## src/rtl/os_result_drain_pkg.sv

```systemverilog
// Shared types and defaults for the output-stationary result drain.
// Latency: n/a (types, constants and a width helper only).
// Backpressure: n/a.
// Contents: drain_state_e FSM encoding, default array geometry, row_t packed row.
package os_pkg;

  localparam int ARRAY_SIZE_DEF = 4;
  localparam int ACC_WIDTH_DEF  = 24;
  localparam int SAT_WIDTH_DEF  = 16;
  localparam int ROW_WIDTH_DEF  = ACC_WIDTH_DEF * ARRAY_SIZE_DEF;

  typedef enum logic [1:0] {
    IDLE    = 2'd0,
    SHIFT   = 2'd1,
    CAPTURE = 2'd2,
    EMIT    = 2'd3
  } drain_state_e;

  typedef logic [ROW_WIDTH_DEF-1:0] row_t;

  // Row-index width; a degenerate 1-row array still gets a 1-bit index.
  function automatic int idx_width(input int n);
    return (n > 1) ? $clog2(n) : 1;
  endfunction

endpackage

```

## src/rtl/os_result_drain_if.sv

```systemverilog
// Row stream from the drain stage to the result memory writer.
// Latency: n/a (signal bundle only).
// Backpressure: valid/ready; master holds data stable while out_ready is low.
// Modports: master drives out_valid/out_data/out_row_idx/out_last, slave drives out_ready.
interface os_result_drain_if #(
  parameter int ARRAY_SIZE = os_pkg::ARRAY_SIZE_DEF,
  parameter int ACC_WIDTH  = os_pkg::ACC_WIDTH_DEF
);
  localparam int ROW_WIDTH = ACC_WIDTH * ARRAY_SIZE;
  localparam int IDX_W     = os_pkg::idx_width(ARRAY_SIZE);

  logic                 out_valid;
  logic                 out_ready;
  logic [ROW_WIDTH-1:0] out_data;
  logic [IDX_W-1:0]     out_row_idx;
  logic                 out_last;

  modport master (
    output out_valid,
    output out_data,
    output out_row_idx,
    output out_last,
    input  out_ready
  );

  modport slave (
    input  out_valid,
    input  out_data,
    input  out_row_idx,
    input  out_last,
    output out_ready
  );
endinterface

```

## src/rtl/os_result_drain_lane_sat.sv

```systemverilog
// Signed clamp of one accumulator lane into the SAT_WIDTH range, sign-extended back.
// Latency: combinational.
// Backpressure: none.
// Ports: din (raw lane), dout (clamped lane), hit (high when din was out of range).
module os_lane_sat #(
  parameter int ACC_WIDTH = os_pkg::ACC_WIDTH_DEF,
  parameter int SAT_WIDTH = os_pkg::SAT_WIDTH_DEF
) (
  input  logic [ACC_WIDTH-1:0] din,
  output logic [ACC_WIDTH-1:0] dout,
  output logic                 hit
);
  localparam logic signed [ACC_WIDTH-1:0] MAX_V = ACC_WIDTH'((64'sd1 <<< (SAT_WIDTH - 1)) - 64'sd1);
  // Two's complement: ~max == -max-1 == -2^(SAT_WIDTH-1).
  localparam logic signed [ACC_WIDTH-1:0] MIN_V = ~MAX_V;

  always_comb begin
    dout = din;
    hit  = 1'b0;
    if ($signed(din) > MAX_V) begin
      dout = MAX_V;
      hit  = 1'b1;
    end else if ($signed(din) < MIN_V) begin
      dout = MIN_V;
      hit  = 1'b1;
    end
  end
endmodule

```

## src/rtl/os_result_drain.sv

```systemverilog
// Drains the PE array: shifts shadow results out, snapshots the rows, then streams one row per handshake.
// Latency: start sampled at T -> shift_en T+1..T+N -> capture T+N+1 -> first out_valid T+N+2.
// Backpressure: out_ready low holds the current row stable; a start while busy is dropped and flagged.
// Ports: clk, rst_n, drain_start, result_row[N], shift_en, array_free, busy, drop_err, out (row stream master).
// Build option: define OS_DRAIN_SAT_EN to clamp lanes to SAT_WIDTH at capture and add the sticky sat_hit output.
module os_result_drain
  import os_pkg::*;
#(
  parameter int ARRAY_SIZE = ARRAY_SIZE_DEF,
  parameter int ACC_WIDTH  = ACC_WIDTH_DEF
`ifdef OS_DRAIN_SAT_EN
  ,
  parameter int SAT_WIDTH  = SAT_WIDTH_DEF
`endif
) (
  input  logic clk,
  input  logic rst_n,
  input  logic drain_start,
  input  logic [ACC_WIDTH*ARRAY_SIZE-1:0] result_row [ARRAY_SIZE-1:0],
  output logic shift_en,
  output logic array_free,
  output logic busy,
  output logic drop_err,
`ifdef OS_DRAIN_SAT_EN
  output logic sat_hit,
`endif
  os_result_drain_if.master out
);
  localparam int ROW_WIDTH = ACC_WIDTH * ARRAY_SIZE;
  localparam int IDX_W     = idx_width(ARRAY_SIZE);
  localparam logic [IDX_W-1:0] LAST_IDX = IDX_W'(ARRAY_SIZE - 1);

  drain_state_e         state;
  logic [IDX_W-1:0]     sft_cnt;
  logic [IDX_W-1:0]     row_cnt;
  logic [IDX_W-1:0]     nxt_row;
  logic [ROW_WIDTH-1:0] buffer  [ARRAY_SIZE];
  logic [ROW_WIDTH-1:0] cap_row [ARRAY_SIZE];

  assign nxt_row = row_cnt + 1'b1;

`ifdef OS_DRAIN_SAT_EN
  logic [ARRAY_SIZE*ARRAY_SIZE-1:0] lane_hit;

  // Column 0 sits in the most-significant lane of each row.
  for (genvar r = 0; r < ARRAY_SIZE; r++) begin : g_row
    for (genvar c = 0; c < ARRAY_SIZE; c++) begin : g_lane
      os_lane_sat #(
        .ACC_WIDTH (ACC_WIDTH),
        .SAT_WIDTH (SAT_WIDTH)
      ) u_sat (
        .din  (result_row[r][ROW_WIDTH-1-c*ACC_WIDTH -: ACC_WIDTH]),
        .dout (cap_row[r][ROW_WIDTH-1-c*ACC_WIDTH -: ACC_WIDTH]),
        .hit  (lane_hit[r*ARRAY_SIZE+c])
      );
    end
  end
`else
  for (genvar r = 0; r < ARRAY_SIZE; r++) begin : g_row
    assign cap_row[r] = result_row[r];
  end
`endif

  always_ff @(posedge clk or negedge rst_n) begin
    if (!rst_n) begin
      state           <= IDLE;
      sft_cnt         <= '0;
      row_cnt         <= '0;
      shift_en        <= 1'b0;
      array_free      <= 1'b1;
      busy            <= 1'b0;
      drop_err        <= 1'b0;
      out.out_valid   <= 1'b0;
      out.out_data    <= '0;
      out.out_row_idx <= '0;
      out.out_last    <= 1'b0;
      for (int i = 0; i < ARRAY_SIZE; i++) buffer[i] <= '0;
`ifdef OS_DRAIN_SAT_EN
      sat_hit         <= 1'b0;
`endif
    end else begin
      case (state)
        IDLE: begin
          if (drain_start) begin
            state      <= SHIFT;
            sft_cnt    <= '0;
            shift_en   <= 1'b1;
            array_free <= 1'b0;
            busy       <= 1'b1;
          end
        end

        SHIFT: begin
          if (sft_cnt == LAST_IDX) begin
            state    <= CAPTURE;
            shift_en <= 1'b0;
            sft_cnt  <= '0;
          end else begin
            sft_cnt  <= sft_cnt + 1'b1;
          end
        end

        // Row 0 is loaded straight from the capture path so the first
        // beat does not wait for the buffer write.
        CAPTURE: begin
          for (int i = 0; i < ARRAY_SIZE; i++) buffer[i] <= cap_row[i];
          row_cnt         <= '0;
          out.out_valid   <= 1'b1;
          out.out_data    <= cap_row[0];
          out.out_row_idx <= '0;
          out.out_last    <= (ARRAY_SIZE == 1);
          array_free      <= 1'b1;
          state           <= EMIT;
`ifdef OS_DRAIN_SAT_EN
          if (|lane_hit) sat_hit <= 1'b1;
`endif
        end

        EMIT: begin
          if (out.out_ready) begin
            if (row_cnt == LAST_IDX) begin
              state         <= IDLE;
              busy          <= 1'b0;
              out.out_valid <= 1'b0;
              out.out_last  <= 1'b0;
              row_cnt       <= '0;
            end else begin
              row_cnt         <= nxt_row;
              out.out_data    <= buffer[nxt_row];
              out.out_row_idx <= nxt_row;
              out.out_last    <= (nxt_row == LAST_IDX);
            end
          end
        end

        default: state <= IDLE;
      endcase

      // Any start outside IDLE is lost, including one coinciding with the
      // final transfer of the previous tile.
      if (drain_start && (state != IDLE)) drop_err <= 1'b1;
    end
  end
endmodule
```

## src/flat_wrapper.sv

```systemverilog
// flat-port wrapper written by rule: the top's interface ports become plain ports
module os_result_drain_flat import os_pkg::*;
#(
  parameter int ARRAY_SIZE = ARRAY_SIZE_DEF,
  parameter int ACC_WIDTH  = ACC_WIDTH_DEF

)
  (clk, rst_n, drain_start, result_row, shift_en, array_free, busy, drop_err, out_out_valid, out_out_data, out_out_row_idx, out_out_last, out_out_ready);
  os_result_drain_if #(.ARRAY_SIZE(ARRAY_SIZE), .ACC_WIDTH(ACC_WIDTH)) out_i ();
  input  logic clk;
  input  logic rst_n;
  input  logic drain_start;
  input  logic [ACC_WIDTH*ARRAY_SIZE-1:0] result_row[ARRAY_SIZE-1:0];
  output logic shift_en;
  output logic array_free;
  output logic busy;
  output logic drop_err;
  output wire logic [$bits(out_i.out_valid)-1:0] out_out_valid;
  output wire logic [$bits(out_i.out_data)-1:0] out_out_data;
  output wire logic [$bits(out_i.out_row_idx)-1:0] out_out_row_idx;
  output wire logic [$bits(out_i.out_last)-1:0] out_out_last;
  input wire logic [$bits(out_i.out_ready)-1:0] out_out_ready;
  assign out_out_valid = out_i.out_valid;
  assign out_out_data = out_i.out_data;
  assign out_out_row_idx = out_i.out_row_idx;
  assign out_out_last = out_i.out_last;
  assign out_i.out_ready = out_out_ready;
  os_result_drain #(.ARRAY_SIZE(ARRAY_SIZE), .ACC_WIDTH(ACC_WIDTH)) u_core (.clk(clk), .rst_n(rst_n), .drain_start(drain_start), .result_row(result_row), .shift_en(shift_en), .array_free(array_free), .busy(busy), .drop_err(drop_err), .out(out_i));
endmodule
```

## config.mk

```make
export PLATFORM = sky130hd
export DESIGN_NAME = os_result_drain_flat
export DESIGN_NICKNAME = d
export VERILOG_FILES = /design/src/rtl/os_result_drain_pkg.sv /design/src/rtl/os_result_drain_if.sv /design/src/rtl/os_result_drain_lane_sat.sv /design/src/rtl/os_result_drain.sv /design/src/flat_wrapper.sv
export SDC_FILE = /design/constraint.sdc
export NUM_CORES = 1
export LEC_CHECK = 0
export CAP_MARGIN = 20
export CORE_ASPECT_RATIO = 1.4
export CORE_MARGIN = 2
export CORE_UTILIZATION = 51
export CTS_BUF_LIST = sky130_fd_sc_hd__clkbuf_16
export DETAILED_ROUTE_END_ITERATION = 8
export PLACE_DENSITY_LB_ADDON = 0.2
export SLEW_MARGIN = 10
export SYNTH_ARGS = -nofsm -noshare
export SYNTH_HDL_FRONTEND = slang
export SYNTH_SLANG_ARGS = --single-unit
export TNS_END_PERCENT = 5
```

## constraint.sdc

```tcl
create_clock -name clk -period 2.7 [get_ports clk]
set_input_delay 0.675 -clock clk [delete_from_list [all_inputs] [get_ports clk]]
set_output_delay 0.675 -clock clk [all_outputs]
set_load 0.02 [all_outputs]
```

**Yosys cells after proc, flatten, opt, wreduce, memory -nomap -nowiden**

Cells that the tools add are included.

- Register bits: 494
- Word-level logic and storage cells: 77

- Add/subtract/negate cells: 2
- Magnitude comparators: 1
- Eq/ne operators: 11
- Muxes and demuxes: 32
- Bitwise gates (word level): 1
- Reduce and logical (&&, ||, !) cells: 15

Operator list:

| cell | count |
|---|---|
| $mux W96 | 4 |
| $bmux W96 S2 | 1 |
| $pmux W96 S2 | 1 |
| $mux W2 | 10 |
| $pmux W2 S2 | 3 |
| $eq A2 B2 Y1 const B | 5 |
| $pmux W1 S2 | 5 |
| $reduce_bool A2 Y1 | 5 |
| $reduce_and A3 Y1 | 3 |
| $pmux W2 S4 | 1 |
| $reduce_and A4 Y1 | 2 |
| $mux W1 | 7 |
| $ne A2 B2 Y1 const B | 3 |
| $reduce_and A2 Y1 | 3 |
| $add A2 B1 Y2 const B | 2 |
| $ne A2 B1 Y1 const B | 2 |
| $ge A3 B3 Y1 const B | 1 |
| $not A2 Y3 | 1 |
| $eq A2 B1 Y1 const B | 1 |
| $logic_not A2 Y1 | 1 |
| $logic_and A1 B1 Y1 | 1 |

**Depth between registers and ports, before layout**

- Depth after elaboration: 8
- Depth in mapped cells: 11
- Depth with buffers taken out: 5

**Least setup slack after synthesis**

No wires, ideal clock.

- Path kind: register to register
- Start point: register u_core.row_cnt[0]
- End point: register u_core.out.out_data[20]
- Arrival: 2.294 ns
- Setup slack: 0.269 ns
- Stages on the path, launching flop included: 11
- Path buffers: 5
- Clock period less this slack: 2.431 ns
- Cells stage by stage: dfrtp_1 -> buf_4 -> buf_2 -> buf_2 -> inv_1 -> ha_1 -> buf_2 -> clkbuf_1 -> mux4_2 -> mux2i_1 -> a21oi_1

- Word-level cells in the longest chain between the ends: 8

Ends and longest elaborated chain:

| what | RTL line | text |
|---|---|---|
| from (decl) | os_result_drain.sv:35 | `logic [IDX_W-1:0] row_cnt;` |
| from (signal assigned) | os_result_drain.sv:128 | `row_cnt <= nxt_row;` |
| $add A2 B1 Y2 | os_result_drain.sv:40 | `assign nxt_row = row_cnt + 1'b1;` |
| $not A2 Y3 (implied by the code) | os_result_drain.sv:129 | `out.out_data <= buffer[nxt_row];` |
| $bmux W96 S2 | os_result_drain.sv:129 |  |
| $mux W96 (implied by the code) (2 in series) | os_result_drain.sv:129 |  |
| $mux W96 | os_result_drain.sv:121 | `if (row_cnt == LAST_IDX) begin` |
| $mux W96 | os_result_drain.sv:120 | `if (out.out_ready) begin` |
| $pmux W96 S2 | os_result_drain.sv:82 | `case (state)` |
| to (signal assigned) | os_result_drain.sv:109 | `out.out_data <= cap_row[0];` |
| to (signal assigned) | os_result_drain.sv:129 |  |
| to (decl) | os_result_drain_if.sv:20 | `output out_data,` |

Parallel ways exist; a longest one is shown, timed or not. The select of a mux whose other input is x is not followed.
A chain may end at the register's enable or synchronous reset.

**Worst setup path after layout**

- Start point: register u_core.array_free
- End point: output array_free

RTL lines:

| what | RTL line | text |
|---|---|---|
| from (decl) | os_result_drain.sv:21 | `output logic array_free,` |
| from (signal assigned) | os_result_drain.sv:70 | `array_free <= 1'b1;` |
| from (signal assigned) | os_result_drain.sv:88 | `array_free <= 1'b0;` |
| from (signal assigned) | os_result_drain.sv:112 | `array_free <= 1'b1;` |
| to (decl) | flat_wrapper.sv:15 | `output logic array_free;` |

No word-level cell between the ends.

==> results.md <==
* Crit path kind: reg -> out
* Final setup viols at 0
* Proportion of layout cells with a drive suffix above 1 at 30.3%
* Crit path max-delay cell type: clkdlybuf4s50_1
* Synthesized instance count at 1547
* Crit start category: register
* Data required, critical path at 2030 ps
* Final min period at 2400 ps
* Num CTS Buffers at 48
* Chip Width at 180 um
* Rel. slew slack at 55.5%
* Die footprint at 44800 um^2
* Largest fanout on the critical path at 3
* Clk pin slew, worst setup/hold paths at 70 ps
* Sequence of cells on the critical path: clkdlybuf4s50_1
* Final Skew at 9.50 ps
* Register area share after synthesis at 56.2%
* Total core area at 42800 um^2
* EDFF count, synth at 0
* First-pass GRT wire length at 94900 um
* Num rows at 90
* Synthesized Nets at 1946
* Layout area overhead at 33.0%
* GRT Util Overall at 27.2%
* Final Cycle Share at 88.9%
* Initial antenna violation count at 20
* Outcome: completed
* Initial core utilization at 51.4%
* Synth cell types at 30
* Final Power at 0.0369 W
* Worst hold slack at 25.8 ps
* DRC viols at 0
* 1st-iter DRT viols at 921
* Nets at 2411
* Chip height at 250 um
* FF+latch count, synth at 494
* Vias per std cell at 5.76
* Post_cts resized at 0
* RSZ-0062 raised after global routing: no
* H-Tree Level Count at 2
* Slowest stage delay, CP at 600 ps
* PwrDens at 1260 nW/um^2
* GRT busiest layer: met2
* Max frequency at 0.417 GHz
* Max-Cap Viols at 0
* Setup TNS at 0 ps
* Lkg Pwr at 11.7 nW
* Synth area leaders: dfrtp_1 56%, mux2_2 22%, mux4_2 5.0%
* Top-area cell type share of the netlist area at 56.1%
* Mean Syn Cell Area at 14.2 um^2
* CP bufs+invs at 1
* Clock Root Buffer: clkbuf_16
* Routability Congestion at 0.839
* Fin. Hold Viols at 0
* CP Capture Type: primary output
* Skew-Pair Late Insertion Delay at 570 ps
* Predominant post-synthesis flop cell: dfrtp_1
* Pins Over Slew Limit at 0
* Synth async-reset ratio at 100%
* Via Count at 15100
* CTS Hold Bufs at 0
* Ys Warns at 0
* Worst Tran Pin Value at 667 ps
* Routed len/inst at 23.4 um
* Synth top cells by count: 493 x dfrtp_1, 433 x mux2_2, 74 x buf_2, 53 x mux2i_1
* Clk sink count at 494
* Final ANT Viol Nets at 0
* Met3 Use GR at 6.46%
* Aggregate global routing overflow at 0
* Worst VDD drop at 0.774 mV
* Met1 Use GR at 32.7%
* I/O Pins at 492
* Number of global-route vias before repair at 16100
* Yosys top cell by area: dfrtp_1
* Hpwl dp at 42900 um
* Met2 Use GR at 46.9%
* Postcts setup bufs at 0
* Pin count of the biggest net entering global routing at 114
* Total Wirelength at 61200 um
* HP Class: in -> async
* Top-count cell post-synth: dfrtp_1
* Worst path top cell family by delay: buffers and inverters
* CTS tree: built
* PortBufs at 491
* WP data arrival at 1730 ps
* Longest Clk Path Bufs at 3
* Mapped Area at 22000 um^2
* 1st-pass router iterations at 5
final cells by class:
cell class / instances / area [um^2]
Timing Repair Buffer: 540 / 5550
Antenna cell: 18 / 45.0
Multi-Input combinational cell: 923 / 9020
Clock buffer: 49 / 1230
Inverter: 5 / 18.8
Sequential cell: 494 / 12400
Tap cell: 552 / 691
Clock inverter: 39 / 320
Fill cell: 3102 / 13500
layout by cell type, fill, tap and decap left out, types with 47 or more instances in the layout:
master / n
mux4_2: 49
mux2_2: 433
o22ai_1: 47
dfrtp_1: 492
a211oi_1: 47
clkbuf_16: 49
nand3_1: 49
clkdlybuf4s50_1: 490
mux2i_1: 53
nor2b_1: 50
a21oi_1: 51
nor3_1: 49
through the flow:
stage | util, % | cell area [um^2] | setup slack, ps | cells
finish | 68.3 | 29200 | 300 | 2620
global route | 68.3 | 29200 | 236 | 2619
CTS | 68.2 | 29200 | 276 | 2602
detailed placement | 64.6 | 27700 | 382 | 2514
global placement | 64.6 | 27700 | 449 | 2514
floorplan | - | 22000 | 269 | 1547
sequential cells by signal, summed over array words and instances, names as in the netlist, 2 cells and up:
signal and cells:
u_core.buffer 384, u_core.out.out_data 96, u_core.out.out_row_idx 2, u_core.row_cnt 2, u_core.sft_cnt 2, u_core.state 2
routing by layer:
metal	vias to the layer above	share of wire, %
li1	6700	-
met1	7802	38
met2	472	52
met3	115	6.5
met4	6	3.5
met5	-	0.067
path summary, 6_finish.rpt:
path	from	to	slack [ps]	cells past startpoint
worst max-delay path	u_core.array_free$_DFFE_PN1P_	array_free	300	1
worst min-delay path	rst_n	u_core.buffer[279]$_DFFE_PN0N_	30	1
worst max register to register	u_core.state[0]$_DFFE_PN0P_	u_core.buffer[350]$_DFFE_PN0N_	550	4
worst min register to register	u_core.drop_err$_DFFE_PN0P_	u_core.drop_err$_DFFE_PN0P_	480	1
max in group asynchronous	rst_n	u_core.buffer[244]$_DFFE_PN0N_	1750	3
min in group clk	u_core.drop_err$_DFFE_PN0P_	u_core.drop_err$_DFFE_PN0P_	480	1
power by group:
part	switching [W]	internal (W)
sequential	0.00205	0.0113
combinational	0.00783	0.00908
clock	0.00288	0.00378
total	0.0128	0.0242
cell families after synthesis:
family | Yosys count | synth area share, %
AOI/OAI and AO/OA | 206 | 6.34
adders and majority gates | 11 | 0.626
buffers and inverters | 130 | 3.05
DFF | 494 | 56.2
muxes | 535 | 29.6
and+or+nand+nor | 171 | 4.16
Power figures use the tool's default switching activity.
